==> config.mk <==
export PLATFORM = sky130hd
export DESIGN_NAME = intdecl_gen
export DESIGN_NICKNAME = d
export VERILOG_FILES = /design/src/rtl/intdecl_gen.sv
export SDC_FILE = /design/constraint.sdc
export NUM_CORES = 1
export LEC_CHECK = 0
export BUFFER_PORTS_ARGS = -buffer_cell sky130_fd_sc_hd__buf_2
export CAP_MARGIN = 10
export CORE_MARGIN = 4
export CORE_UTILIZATION = 25
export DETAILED_ROUTE_END_ITERATION = 10
export PLACE_DENSITY_LB_ADDON = 0.15
export SYNTH_ARGS = -nofsm -noshare
export SYNTH_HDL_FRONTEND = slang
export SYNTH_SLANG_ARGS = --single-unit
==> constraint.sdc <==
create_clock -name clk -period 2.4 [get_ports clk]
set_clock_uncertainty 0.2 [all_clocks]
set_input_delay 0.72 -clock clk [delete_from_list [all_inputs] [get_ports clk]]
set_output_delay 0.72 -clock clk [all_outputs]
set_load 0.02 [all_outputs]
==> src/rtl/intdecl_gen.sv <==
// -----------------------------------------------------------------------------
// intdecl_gen
//
// Emits the ASCII byte stream of a C declaration "int v0,v1,...,vN-1;", one
// character per valid/ready handshake. The stream is used to drive a
// character-stream consumer, such as the int-declaration checker, in
// closed-loop tests.
//
// Parameters
//   MAX_VARS    largest accepted identifier count (1..99)
//   SEP_SPACES  number of ' ' characters emitted after "int" (>= 1)
//   PREFIX      leading ASCII letter of every identifier
//
// Ports
//   clk        in   rising-edge clock
//   reset      in   asynchronous active-low reset (0 = reset)
//   start      in   request one declaration; sampled only while idle
//   nvars      in   identifier count, sampled together with start
//   out_char   out  ASCII character presented to the consumer
//   out_valid  out  out_char is valid
//   out_ready  in   consumer accepts out_char this cycle
//   busy       out  high from the accepted start until the final ';' transfers
//   done       out  1-cycle pulse in the cycle after ';' transfers
//   err        out  1-cycle pulse after a start with nvars == 0 or nvars > MAX_VARS
// -----------------------------------------------------------------------------
module intdecl_gen #(
    parameter int         MAX_VARS   = 16,
    parameter int         SEP_SPACES = 1,
    parameter logic [7:0] PREFIX     = "v"
) (
    input  logic       clk,
    input  logic       reset,
    input  logic       start,
    input  logic [6:0] nvars,
    output logic [7:0] out_char,
    output logic       out_valid,
    input  logic       out_ready,
    output logic       busy,
    output logic       done,
    output logic       err
);

    localparam logic [3:0] S_IDLE  = 4'd0;
    localparam logic [3:0] S_KW_I  = 4'd1;
    localparam logic [3:0] S_KW_N  = 4'd2;
    localparam logic [3:0] S_KW_T  = 4'd3;
    localparam logic [3:0] S_SPC   = 4'd4;
    localparam logic [3:0] S_PFX   = 4'd5;
    localparam logic [3:0] S_TENS  = 4'd6;
    localparam logic [3:0] S_ONES  = 4'd7;
    localparam logic [3:0] S_COMMA = 4'd8;
    localparam logic [3:0] S_SEMI  = 4'd9;

    localparam int               SPC_W    = (SEP_SPACES > 1) ? $clog2(SEP_SPACES) : 1;
    localparam logic [SPC_W-1:0] SPC_LAST = SPC_W'(SEP_SPACES - 1);
    localparam logic [6:0]       MAX_V7   = 7'(MAX_VARS);

    logic [3:0]       state_q, state_d;
    logic [6:0]       nvars_q, nvars_d;
    logic [6:0]       idx_q,   idx_d;
    // Decimal digits of idx_q, kept alongside the binary index so that no
    // divider is needed to print the identifier number.
    logic [3:0]       tens_q,  tens_d;
    logic [3:0]       ones_q,  ones_d;
    logic [SPC_W-1:0] spc_q,   spc_d;
    logic             done_q,  done_d;
    logic             err_q,   err_d;

    logic xfer;
    logic last_id;

    assign xfer    = out_valid && out_ready;
    assign last_id = (idx_q == (nvars_q - 7'd1));

    always_comb begin
        state_d = state_q;
        nvars_d = nvars_q;
        idx_d   = idx_q;
        tens_d  = tens_q;
        ones_d  = ones_q;
        spc_d   = spc_q;
        done_d  = 1'b0;
        err_d   = 1'b0;

        case (state_q)
            S_IDLE: begin
                if (start) begin
                    if ((nvars == 7'd0) || (nvars > MAX_V7)) begin
                        err_d = 1'b1;
                    end else begin
                        nvars_d = nvars;
                        idx_d   = 7'd0;
                        tens_d  = 4'd0;
                        ones_d  = 4'd0;
                        spc_d   = '0;
                        state_d = S_KW_I;
                    end
                end
            end
            S_KW_I: if (xfer) state_d = S_KW_N;
            S_KW_N: if (xfer) state_d = S_KW_T;
            S_KW_T: if (xfer) state_d = S_SPC;
            S_SPC: begin
                if (xfer) begin
                    if (spc_q == SPC_LAST) begin
                        spc_d   = '0;
                        state_d = S_PFX;
                    end else begin
                        spc_d = spc_q + 1'b1;
                    end
                end
            end
            S_PFX: begin
                // A tens digit exists only from v10 upward; no leading zero.
                if (xfer) state_d = (tens_q != 4'd0) ? S_TENS : S_ONES;
            end
            S_TENS: if (xfer) state_d = S_ONES;
            S_ONES: begin
                if (xfer) state_d = last_id ? S_SEMI : S_COMMA;
            end
            S_COMMA: begin
                if (xfer) begin
                    idx_d = idx_q + 7'd1;
                    if (ones_q == 4'd9) begin
                        ones_d = 4'd0;
                        tens_d = tens_q + 4'd1;
                    end else begin
                        ones_d = ones_q + 4'd1;
                    end
                    state_d = S_PFX;
                end
            end
            S_SEMI: begin
                if (xfer) begin
                    done_d  = 1'b1;
                    state_d = S_IDLE;
                end
            end
            default: state_d = S_IDLE;
        endcase
    end

    always_ff @(posedge clk or negedge reset) begin
        if (!reset) begin
            state_q <= S_IDLE;
            nvars_q <= 7'd0;
            idx_q   <= 7'd0;
            tens_q  <= 4'd0;
            ones_q  <= 4'd0;
            spc_q   <= '0;
            done_q  <= 1'b0;
            err_q   <= 1'b0;
        end else begin
            state_q <= state_d;
            nvars_q <= nvars_d;
            idx_q   <= idx_d;
            tens_q  <= tens_d;
            ones_q  <= ones_d;
            spc_q   <= spc_d;
            done_q  <= done_d;
            err_q   <= err_d;
        end
    end

    // The character is a pure function of the registered state, so it holds
    // steady for as long as the consumer stalls.
    always_comb begin
        out_char = 8'h00;
        case (state_q)
            S_KW_I:  out_char = 8'h69;
            S_KW_N:  out_char = 8'h6E;
            S_KW_T:  out_char = 8'h74;
            S_SPC:   out_char = 8'h20;
            S_PFX:   out_char = PREFIX;
            S_TENS:  out_char = {4'h3, tens_q};
            S_ONES:  out_char = {4'h3, ones_q};
            S_COMMA: out_char = 8'h2C;
            S_SEMI:  out_char = 8'h3B;
            default: out_char = 8'h00;
        endcase
    end

    assign out_valid = (state_q != S_IDLE);
    assign busy      = (state_q != S_IDLE);
    assign done      = done_q;
    assign err       = err_q;

endmodule

==> impl_metrics.toml <==
[drt]
drc_errors = 0
dr.pass1.iters = 4
finalWirelength_um = 5200
via_per_inst = 4.67
wl_per_cell_um = 13.8
ant_nets = 0
vias = 1755
drtIter0Drc = 73

[clock_tree]
clock-root-buffer = "clkbuf_8"
tritoncts = "yes"
ctsHtreeMaxLevel = 1
path_clk_slew_ns = 0.11
clock_sinks = 28
cts.path.max_buffers = 2
clk_latency_ns = 0.29
postCtsHoldBufs = 0
cts_inserted_buffers = 3

[placement]
gp_congestion = 0.739
hpwl_um = 3860
numPortBuffers = 21
pre_cts_slack_ns = -0.112
postPlaceCellArea_um2 = 2320

[timing]
worstMarginPinSlew_ns = 0.680
timing_hold_violations_final = 0
finalCritPeriodShare = 1.01
finalWorstSetupSlack_ns = -0.0136
rsz0062_at_grt = "true"
finalSetupViolations = 2
tns_ns = -0.0228
period_minus_slack_ns = 2.41
max_slew_margin = 0.547
slew_viol_final = 0
max_freq_mhz = 414

[critical_path]
worst_setup_path_start_kind = "flip-flop"
critPathTopFamily = "flip-flops"
path_cells = "buf_6 > mux2i_1 > a21oi_1 > nand2_1 > o21ai_1 > buf_4"
cp_max_fo = 6
crit_path_max_incr_delay_ns = 0.49
path_buf_inv = 2
cp-end-kind = "output pin"
crit_type = "flip-flop to output pin"
crit_arrival_ns = 1.49
worstPathRequired_ns = 1.48
cpMaxStageDelayCell = "dfrtp_2"

[hold_path]
worstHoldPathType = "input port to asynchronous set/reset pin"

[floorplan]
die_area_um2 = 9310
num_rows = 32
die_x_um = 96.5
start_util = 0.255
die_y_um = 96.5
core_area_um2 = 7690
num_io_pins = 23

[yosys]
synth_cell_types = 54
avgSynthCellArea_um2 = 8.82
ys_ff_latch = 28
ys.flop_type = "dfrtp_1"
synth_edf_count = 0
synth.top_cell.area_share = 0.358
async_flop_share = 1.00
synthTopCellsByArea = "dfrtp_1, xnor2_1, ha_1"
synthCells = 222
yosysTopAreaCell = "dfrtp_1"
seq_area_frac_synth = 0.358
syn-num-nets = 239
synth_area_um2 = 1960
synth_warnings = 0

[grt]
antenna_found_initial = 0
grt_max_degree = 29
grt_pass1_wl_um = 8640
gr-total-overflow = 0
grt_usage = 0.118
grt_pass1_vias = 1737

[cells_and_area]
num_antenna_cells = 0
synthToLayoutAreaGrowth_pct = 30.7
final_area_um2 = 2560
nets = 292
drive_gt1_frac = 0.318

[job]
cap_violations = 0

[power_and_ir_drop]
power.leakage_nw = 1.14
peakVddDrop_mv = 0.408
powerDensity_nw_per_um2 = 1040
report.power.total_mw = 2.67

[run_status]
status = "complete, but fails checks"
violations = "setup timing"
-- state kept, by name, indices dropped and copies added, names as in the netlist --
register	cells
tens_q	4
nvars_q	7
ones_q	4
err	1
state_q	4
idx_q	7
done	1
-- cell usage after synthesis, types with 3 or more instances --
cell type / number
xnor2_1: 9
and4b_1: 3
o21ai_0: 15
xor2_1: 7
nand3_1: 6
nand2b_1: 3
inv_1: 12
mux2_2: 4
nor4_1: 3
o22ai_1: 4
nor2_1: 19
nand2_1: 19
nor2b_1: 6
clkbuf_1: 4
mux2i_1: 4
ha_1: 6
a21oi_1: 11
buf_6: 3
dfrtp_1: 28
nor3_1: 4
nand4_1: 6
a31oi_1: 3
and2_1: 3
-- final cells by class --
class	count	area [um2]
Fill cell	815	5130
Sequential cell	28	706
Timing Repair Buffer	61	450
Inverter	12	45.0
Clock buffer	3	41.3
Multi-Input combinational cell	169	1160
Tap cell	102	128
Clock inverter	1	30.0
-- path summary, 6_finish.rpt --
path | from | end | slack (ns) | cells past startpoint
max in group asynchronous | reset | state_q[1] | 1.26 | 1
max | state_q[0] | out_char[2] | -0.01 | 6
max reg2reg | state_q[3] | ones_q[3] | 0.12 | 12
min in group clk | tens_q[0] | tens_q[0] | 0.39 | 1
min reg2reg | tens_q[0] | tens_q[0] | 0.39 | 1
min | reset | nvars_q[5] | 0.25 | 1
-- cells in the final DEF, fill, tap and decap left out, types with 3 or more instances in the layout --
cell / netlist / layout
dfrtp_2: 0 / 4
buf_2: 2 / 15
clkbuf_8: 0 / 3
inv_1: 12 / 9
o22ai_1: 4 / 4
buf_6: 3 / 8
nand3_1: 6 / 6
and4b_1: 3 / 3
ha_1: 6 / 6
xnor2_1: 9 / 9
nand4_1: 6 / 6
a21oi_1: 11 / 10
nand2b_1: 3 / 3
a31oi_1: 3 / 3
inv_2: 0 / 3
o21ai_0: 15 / 13
buf_4: 2 / 38
nor2_1: 19 / 19
nor3_1: 4 / 3
nor2b_1: 6 / 5
mux2_2: 4 / 4
mux2i_1: 4 / 4
and2_1: 3 / 3
dfrtp_1: 28 / 24
xor2_1: 7 / 7
nand2_1: 19 / 19
-- kinds of logic (layout without fill, tap and decap cells) --
logic type | count (synthesis) | count (layout) | share of synthesized area
muxes | 8 | 8 | 0.0434
buffers and inverters | 25 | 77 | 0.0652
adders and majority gates | 6 | 6 | 0.0383
and+or+nand+nor | 87 | 87 | 0.257
other | 1 | 1 | 0.00192
xor gates and xnor gates | 16 | 16 | 0.0716
DFF | 28 | 28 | 0.358
AOI/OAI and AO/OA | 51 | 51 | 0.165
-- through the flow --
stage | std cells | util | hold WS [ns]
floorplan | 222 | - | 0.224
global placement | 359 | 0.302 | 0.357
detailed placement | 359 | 0.302 | 0.371
CTS | 373 | 0.326 | 0.283
global route | 376 | 0.333 | 0.314
finish | 376 | 0.333 | 0.254
-- repair_timing --
action / 4_1_cts / 5_1_grt
gates cloned: 0 / 0
endpoints found under the setup margin: 9 / 11
gates resized for setup: 17 / 10
pin swaps: 2 / 3
buffers inserted: 10 / 3
-- metal layers --
metal	routed length, um	GRT usage
met4	25	0.0280
met3	106	0.0155
met1	2570	0.165
met2	2490	0.195
met5	0	0
-- worst register-to-register path, stage by stage (launching register included) --
cell     delay [ns]
dfrtp_2        0.46
buf_6          0.13
nor4_4         0.22
buf_4          0.18
inv_2          0.05
buf_4          0.12
buf_4          0.12
buf_4          0.12
buf_4          0.12
a21oi_1        0.15
buf_4          0.15
nor2_1         0.06
a31oi_1        0.14
-- where the power goes --
| group | total, mW | switching [mW] | internal (mW) | leakage [nW] |
|---|---|---|---|---|
| logic | 1.49 | 0.740 | 0.745 | 0.755 |
| registers | 0.790 | 0.195 | 0.595 | 0.349 |
| clock network | 0.393 | 0.170 | 0.224 | 0.0357 |
(Power assumes the default switching activity.)
